--- src/rtl/sysid_pkg.sv ---
// Shared constants for the system-ID register file: word map, CONTROL bit
// positions and uptime counter width.
package sysid_pkg;

  localparam int unsigned ADDR_SYSID     = 0;
  localparam int unsigned ADDR_TIMESTAMP = 1;
  localparam int unsigned ADDR_VERSION   = 2;
  localparam int unsigned ADDR_SCRATCH   = 3;
  localparam int unsigned ADDR_UPTIME_LO = 4;
  localparam int unsigned ADDR_UPTIME_HI = 5;
  localparam int unsigned ADDR_CONTROL   = 6;
  localparam int unsigned ADDR_INFO      = 7;
  localparam int unsigned ADDR_USER0     = 8;

  localparam int unsigned CTRL_CLEAR  = 0;
  localparam int unsigned CTRL_FREEZE = 1;

  localparam int unsigned UPTIME_W = 64;

endpackage

--- src/rtl/sysid_uptime_counter.sv ---
// Free-running 64-bit uptime counter with clear, enable and a high-word
// snapshot taken whenever the low word is read.
module sysid_uptime_counter
  import sysid_pkg::*;
(
  input  logic                clock,
  input  logic                reset_n,
  input  logic                clear_i,
  input  logic                enable_i,
  input  logic                capture_i,
  output logic [UPTIME_W-1:0] count_o,
  output logic [31:0]         hi_shadow_o
);

  logic [UPTIME_W-1:0] count_q, count_d;
  logic [31:0]         hi_q, hi_d;

  // Clear wins over increment; natural overflow gives the wrap to zero.
  always_comb begin
    count_d = count_q;
    if (clear_i) begin
      count_d = '0;
    end else if (enable_i) begin
      count_d = count_q + UPTIME_W'(1);
    end
    hi_d = hi_q;
    if (capture_i) begin
      hi_d = count_q[UPTIME_W-1:32];
    end
  end

  always_ff @(posedge clock) begin
    if (!reset_n) begin
      count_q <= '0;
      hi_q    <= '0;
    end else begin
      count_q <= count_d;
      hi_q    <= hi_d;
    end
  end

  assign count_o     = count_q;
  assign hi_shadow_o = hi_q;

endmodule

--- src/rtl/sysid_regfile.sv ---
// System-ID slave: fixed identity words, scratch, control, uptime snapshot
// and sampled user status words, all read with a fixed one-cycle latency.
module sysid_regfile
  import sysid_pkg::*;
#(
  parameter logic [31:0] SYSTEM_ID  = 32'h0400_0000,
  parameter logic [31:0] TIMESTAMP  = 32'd1415959147,
  parameter logic [31:0] VERSION    = 32'h0001_0000,
  parameter int unsigned ADDR_WIDTH = 4,
  parameter int unsigned NUM_USER   = 4
) (
  input  logic                                          clock,
  input  logic                                          reset_n,
  input  logic [ADDR_WIDTH-1:0]                         address,
  input  logic                                          read,
  input  logic                                          write,
  input  logic [31:0]                                   writedata,
  output logic [31:0]                                   readdata,
  output logic                                          readdatavalid,
  input  logic [32*((NUM_USER > 0) ? NUM_USER : 1)-1:0] user_info,
  output logic                                          uptime_frozen
);

  localparam int unsigned NU_SAFE = (NUM_USER > 0) ? NUM_USER : 1;

  if (ADDR_USER0 + NUM_USER > (1 << ADDR_WIDTH)) begin : g_bad_cfg
    $error("sysid_regfile: 8+NUM_USER exceeds the address space");
  end

  logic [31:0]         user_words [NU_SAFE];
  logic [31:0]         rd_word;
  logic [31:0]         readdata_q, readdata_d;
  logic                rvalid_q, rvalid_d;
  logic [31:0]         scratch_q, scratch_d;
  logic                freeze_q, freeze_d;
  logic                wr_en, clear, capture;
  logic [UPTIME_W-1:0] uptime;
  logic [31:0]         hi_shadow;

  for (genvar gi = 0; gi < NU_SAFE; gi++) begin : g_user
    assign user_words[gi] = user_info[32*gi +: 32];
  end

  // A simultaneous read takes the bus cycle, so the write is dropped.
  assign wr_en   = write && !read;
  assign clear   = wr_en && (address == ADDR_WIDTH'(ADDR_CONTROL)) && writedata[CTRL_CLEAR];
  assign capture = read && (address == ADDR_WIDTH'(ADDR_UPTIME_LO));

  always_comb begin
    rd_word = '0;
    case (address)
      ADDR_WIDTH'(ADDR_SYSID):     rd_word = SYSTEM_ID;
      ADDR_WIDTH'(ADDR_TIMESTAMP): rd_word = TIMESTAMP;
      ADDR_WIDTH'(ADDR_VERSION):   rd_word = VERSION;
      ADDR_WIDTH'(ADDR_SCRATCH):   rd_word = scratch_q;
      ADDR_WIDTH'(ADDR_UPTIME_LO): rd_word = uptime[31:0];
      ADDR_WIDTH'(ADDR_UPTIME_HI): rd_word = hi_shadow;
      ADDR_WIDTH'(ADDR_CONTROL):   rd_word = {30'd0, freeze_q, 1'b0};
      ADDR_WIDTH'(ADDR_INFO):      rd_word = {16'd0, 8'(ADDR_WIDTH), 8'(NUM_USER)};
      default: begin
        for (int k = 0; k < int'(NUM_USER); k++) begin
          if (address == ADDR_WIDTH'(int'(ADDR_USER0) + k)) begin
            rd_word = user_words[k];
          end
        end
      end
    endcase
  end

  always_comb begin
    rvalid_d   = read;
    readdata_d = read ? rd_word : readdata_q;
    scratch_d  = scratch_q;
    freeze_d   = freeze_q;
    if (wr_en && (address == ADDR_WIDTH'(ADDR_SCRATCH))) begin
      scratch_d = writedata;
    end
    if (wr_en && (address == ADDR_WIDTH'(ADDR_CONTROL))) begin
      freeze_d = writedata[CTRL_FREEZE];
    end
  end

  always_ff @(posedge clock) begin
    if (!reset_n) begin
      readdata_q <= '0;
      rvalid_q   <= 1'b0;
      scratch_q  <= '0;
      freeze_q   <= 1'b0;
    end else begin
      readdata_q <= readdata_d;
      rvalid_q   <= rvalid_d;
      scratch_q  <= scratch_d;
      freeze_q   <= freeze_d;
    end
  end

  sysid_uptime_counter u_uptime (
    .clock       (clock),
    .reset_n     (reset_n),
    .clear_i     (clear),
    .enable_i    (!freeze_q),
    .capture_i   (capture),
    .count_o     (uptime),
    .hi_shadow_o (hi_shadow)
  );

  assign readdata      = readdata_q;
  assign readdatavalid = rvalid_q;
  assign uptime_frozen = freeze_q;

endmodule

--- config.mk ---
export PLATFORM = sky130hd
export DESIGN_NAME = sysid_regfile
export DESIGN_NICKNAME = d
export VERILOG_FILES = /design/src/rtl/sysid_pkg.sv /design/src/rtl/sysid_uptime_counter.sv /design/src/rtl/sysid_regfile.sv
export SDC_FILE = /design/constraint.sdc
export NUM_CORES = 1
export LEC_CHECK = 0
export ABC_AREA = 1
export CORE_MARGIN = 1.5
export CORE_UTILIZATION = 46
export CTS_CLUSTER_SIZE = 10
export DETAILED_ROUTE_END_ITERATION = 8
export PLACE_DENSITY = 0.74
export RECOVER_POWER = 25
export SLEW_MARGIN = 20
export SYNTH_ARGS = -nofsm -noshare
export SYNTH_HDL_FRONTEND = slang
export SYNTH_SLANG_ARGS = --single-unit
--- constraint.sdc ---
create_clock -name clock -period 2.1 [get_ports clock]
set_clock_uncertainty 0.05 [all_clocks]
set_input_delay 0.63 -clock clock [delete_from_list [all_inputs] [get_ports clock]]
set_output_delay 0.63 -clock clock [all_outputs]
set_load 0.03 [all_outputs]
## Yosys cells after proc, flatten, opt, wreduce, memory -nomap -nowiden

Index checks and enable logic that the tools add are counted.
W data, S select, Z words.

- Add/subtract/negate cells: 1
- Eq/ne operators: 11
- Muxes and demuxes: 5
- Bitwise operators: 1
- Reductions and logical operators: 8

Operators with widths:

| kind | number |
|---|---|
| $pmux W32 S8 | 1 |
| $mux W32 | 4 |
| $add A64 B1 Y64 const B | 1 |
| $eq A4 B3 Y1 const B | 4 |
| $eq A4 B4 Y1 const B | 4 |
| $eq A4 B2 Y1 const B | 2 |
| $logic_and A1 B1 Y1 | 5 |
| $eq A4 B1 Y1 const B | 1 |
| $logic_not A4 Y1 | 1 |
| $reduce_or A2 Y1 | 1 |
| $logic_not A1 Y1 | 1 |
| $not A1 Y1 | 1 |

- Register bits: 162
- Logic and storage cells: 32

## Longest topological paths before layout

- Depth in word-level cells: 6
- Gate-level depth with buffers: 12
- Depth with buffers taken out: 12

## Modules after synthesis

Synthesis repeated with hierarchy kept, for this count alone.

- Cell total of the unflattened synthesis: 1638
- Area, all modules: 9756.9 µm²

By module, submodules not included:

| module | times used | cells an instance | area an instance (µm²) |
|---|---|---|---|
| sysid_uptime_counter | 1 | 764 | 4931.0 |
| sysid_regfile | 1 | 874 | 4825.9 |

## Worst setup path after synthesis

No wires, ideal clock.

- Path kind: input-to-reg
- Start: input port address[3]
- End: register readdata_q[24], in the netlist readdata[24]
- Arrival time: 1.703 ns
- Required time: 1.935 ns
- Setup slack: 0.232 ns
- Stages: 11
- Buffers on the path: 2
- Cells stage by stage: buf_2 > inv_2 > nand2_1 > inv_2 > nand2_2 > buf_2 > o22ai_1 > a21oi_1 > nand3_1 > o21ai_0 > inv_1

- Word-level cells in the longest chain between the ends: 6
- Elaborated cells between the ends (all ways): 17

Ends and longest elaborated chain:

| what | RTL line | text |
|---|---|---|
| from (decl) | sysid_regfile.sv:14 | `input logic [ADDR_WIDTH-1:0] address,` |
| $eq A4 B4 Y1 | sysid_regfile.sv:62 | `if (address == ADDR_WIDTH'(int'(ADDR_USER0) + k)) begin` |
| $mux W32 (4 in series) | sysid_regfile.sv:62 |  |
| $pmux W32 S8 (*) | sysid_regfile.sv:51 | `case (address)` |
| to (signal assigned) | sysid_regfile.sv:90 | `readdata_q <= readdata_d;` |
| to (decl) | sysid_regfile.sv:32 | `logic [31:0] readdata_q, readdata_d;` |

Every way passes the cells marked *; elsewhere a longest branch is shown, timed or not.
A chain may end at the register's enable or synchronous reset.

## Worst setup path after layout

- Start: input port write
- End: register u_uptime.count_q[0], in the netlist u_uptime.count_o[0]

- Word-level cells in the longest chain between the ends: 4

Ends and longest elaborated chain:

| what | RTL line | text |
|---|---|---|
| from (decl) | sysid_regfile.sv:16 | `input logic write,` |
| $logic_and A1 B1 Y1 | sysid_regfile.sv:45 | `assign wr_en = write && !read;` |
| $logic_and A1 B1 Y1 (2 in series) | sysid_regfile.sv:46 | `assign clear = wr_en && (address == ADDR_WIDTH'(ADDR_CONTROL)) && writedata[CTRL_CLEAR];` |
| $reduce_or A2 Y1 (no source line) | n/a |  |
| to (signal assigned) | sysid_uptime_counter.sv:37 | `count_q <= count_d;` |
| to (decl) | sysid_uptime_counter.sv:15 | `logic [UPTIME_W-1:0] count_q, count_d;` |

Every way passes these cells.

==> summary.md <==
| Metric | Value |
|---|---|
| Status | `complete, no violations` |
| Final count of hold timing violations | `0` |
| Antenna violations before repair | `1` |
| Die Ht | `143 µm` |
| Dpl hpwl | `27000 µm` |
| Cell Area, Synth | `9030 µm²` |
| Core area | `19300 µm²` |
| Critical Path Max Stage Delay | `0.45 ns` |
| Yosys warns | `0` |
| Maxcap violations | `0` |
| Largest net degree at the start of global routing | `48` |
| Startpoint type of the worst setup path | `input pin` |
| Finished Layout Cells | `1912` |
| Routability cong. | `1.02` |
| Maximum VDD drop | `0.000518 V` |
| Final Max Tran Viols | `0` |
| Pre-CTS setup slack | `-0.448 ns` |
| Layout overhead on the synthesized area | `38.4%` |
| Top cells by area, synth | `dfxtp_1 (36%), nand2_1 (14%), a21oi_1 (8.6%), nand3_1 (8.1%), nor2_1 (6.5%)` |
| Crit path DAT | `2.32 ns` |
| CTS tree | `built` |
| RSZ-0062 raised after global routing | `false` |
| Register area share after synthesis | `35.9%` |
| Critical Path RT | `2.38 ns` |
| Final period util | `97.4%` |
| Filler cell count | `1761` |
| Vias in the first global route | `9575` |
| Worst Setup End Kind | `flop` |
| Area of the die | `20500 µm²` |
| DRC Markers | `0` |
| Clk Latency, worst-skew pair | `0.44 ns` |
| IO Port Bufs | `201` |
| FF+latch area | `3240 µm²` |
| Cts-stage hold buffer count | `0` |
| Post-Route WL | `35300 µm` |
| GR Util All Layers | `33.8%` |
| Row Count | `51` |
| Max Fclk | `0.489 GHz` |
| Drt pass-1 iters | `5` |
| Yosys top cell area share | `35.9%` |
| Root Driver | `clkbuf_16` |
| Synthesized instance count | `1395` |
| Final setup violation count | `0` |
| Initial Util | `46.7%` |
| Count of antenna-violating nets left after detailed routing | `0` |
| Crit path cell chain | `clkdlybuf4s50_1 > inv_1 > nor2_1 > nand3_1 > o21ai_4 > buf_12 > buf_12 > buf_16 > a21oi_1` |
| #FFs+latches synth | `162` |
| Hold WC Path Type | `flop to flop` |
| Area of the multi-input gates | `4950 µm²` |
| WS Path Type | `input pin to flop` |
| Clk sinks | `162` |
| Synth area leader | `dfxtp_1` |
| Via count | `10400` |
| First-pass GRT wire length | `52300 µm` |
| Slowest cell on crit path | `clkdlybuf4s50_1` |
| Pwr per Cell Area | `584 nW/µm²` |
| H-tree depth | `4` |
| Final min period | `2.04 ns` |
| Share of layout cells above drive strength 1 | `11.1%` |
| Layout Nets | `1802` |
| Die X | `143 µm` |
| Clock transition at path regs | `0.06 ns` |
| Via density | `5.43` |
| Reg2reg setup slack | `0.19 ns` |
| Most used cell, CP | `buf_12` |
| Initial DRC Count | `1043` |
| Wire length per cell | `18.5 µm` |
| Slew @ Worst Pin | `0.592 ns` |
| Yosys cell types | `40` |
| Max-Slew Margin vs Limit | `60.5%` |
| Worst Setup Slack, final | `0.0550 ns` |
| Mean area per synthesized cell | `6.48 µm²` |
| Net Count, Synth | `1564` |
| Remaining Overflow, GRT | `0` |
| I/O pin cnt | `202` |
| Placed cell count | `1874` |
| Max clock buf depth | `2` |
| Total CTS buffers | `17` |
| Leakage power | `4.84 nW` |
| CP Max Fanout | `23` |
layer usage:
layer,part of all wire [%],global-route usage [%],vias to the layer above
li1,-,-,5055
met1,40,41.1,4733
met2,46,56.1,503
met3,9.6,7.55,97
met4,4.3,16.5,0
met5,0,0,-
critical path, delay by kind of cell:
kind                   cells  cell delay, ns
AO/OA/AOI/OAI              2            0.28
buffers and inverters      5            0.92
AND/OR/NAND/NOR            2            0.48
cells in the mapped netlist:
| cell | number |
|---|---|
| a211oi_1 | 2 |
| a21o_2 | 1 |
| a21oi_1 | 155 |
| and2_1 | 1 |
| and3_1 | 1 |
| buf_1 | 5 |
| buf_12 | 1 |
| buf_2 | 21 |
| buf_4 | 10 |
| buf_6 | 1 |
| clkbuf_1 | 30 |
| dfxtp_1 | 162 |
| ha_1 | 1 |
| inv_1 | 123 |
| inv_2 | 15 |
| inv_4 | 1 |
| nand2_1 | 332 |
| nand2_2 | 5 |
| nand2_4 | 3 |
| nand3_1 | 146 |
| nand3_2 | 5 |
| nand3_4 | 3 |
| nand3b_1 | 2 |
| nand4_1 | 33 |
| nor2_1 | 157 |
| nor2_2 | 11 |
| nor2_4 | 13 |
| nor2_8 | 2 |
| nor3_1 | 18 |
| nor3_2 | 1 |
| nor3_4 | 1 |
| nor3b_1 | 1 |
| o21a_1 | 2 |
| o21ai_0 | 79 |
| o21ai_1 | 10 |
| o22ai_1 | 24 |
| or2_2 | 1 |
| xnor2_1 | 5 |
| xor2_1 | 10 |
| xor2_2 | 1 |
cell families (layout without fill, tap and decap cells):
kind of cell	Yosys count	after routing	share of synthesized area, %
and+or+nand+nor	736	736	37.1
AOI/OAI and AO/OA	273	273	15.6
buffers and inverters	207	458	9.60
DFF	162	162	35.9
xor gates and xnor gates	16	16	1.63
adders and majority gates	1	1	0.138
other	0	1	0
cells in the final DEF (no fill, tap or decap), drive strengths merged, types with 20 or more instances in the layout:
master,netlist,routed
clkdlybuf4s50,0,162
o22ai,24,24
nand4,33,33
nand3,154,154
o21ai,89,89
buf,38,78
inv,139,140
dfxtp,162,162
nand2,340,340
nor3,20,20
dlygate4sd2,0,34
clkbuf,30,28
nor2,183,183
a21oi,155,155
through the flow:
step / util (%) / hold WS (ns) / total power [mW] / TNS, ns / cell area, µm²
after detailed placement: 61.4 / 0.393 / 4.23 / -50.37 / 11900
after CTS: 64.3 / 0.403 / 7.31 / 0 / 12400
after global routing: 64.7 / 0.423 / 7.51 / 0 / 12500
after global placement: 61.4 / 0.385 / 4.22 / -48.46 / 11900
final: 64.7 / 0.405 / 7.31 / 0 / 12500
after floorplan: - / 0.375 / 3.62 / 0 / 9030
final timing paths:
check,cells past startpoint,start,to
worst min register to register,2,scratch_q[24],scratch_q[24]
worst max-delay path,9,write,u_uptime.count_o[0]
worst max register to register,11,u_uptime.count_o[3],u_uptime.count_o[51]
worst min-delay path,2,scratch_q[24],scratch_q[24]
state kept, by name, summed over array words and instances (netlist names):
name,flops
u_uptime.hi_shadow_o,32
scratch_q,32
readdata,32
uptime_frozen,1
readdatavalid,1
u_uptime.count_o,64
report_power, final:
group | switching [mW] | internal (mW)
registers | 0.0307 | 3.13
logic | 0.510 | 0.511
clock network | 1.35 | 1.77
total | 1.89 | 5.41
final cells by class:
cell class | instances | area share (%)
clock inverters | 14 | 1.11
well taps | 265 | 2.65
clock buffers | 18 | 3.51
flip-flops and latches | 162 | 25.9
diodes | 1 | 0.0200
multi-input cells | 1026 | 39.6
inverters | 139 | 4.23
repair buffers | 287 | 22.9
what timing repair did:
action | 4_1_cts | 5_1_grt
gates resized for setup | 37 | 10
gates cloned | 1 | 1
pin swaps | 0 | 1
buffers inserted | 0 | 3
setup endpoints to repair | 37 | 73
Note: power is estimated with default switching activity, not from simulation.
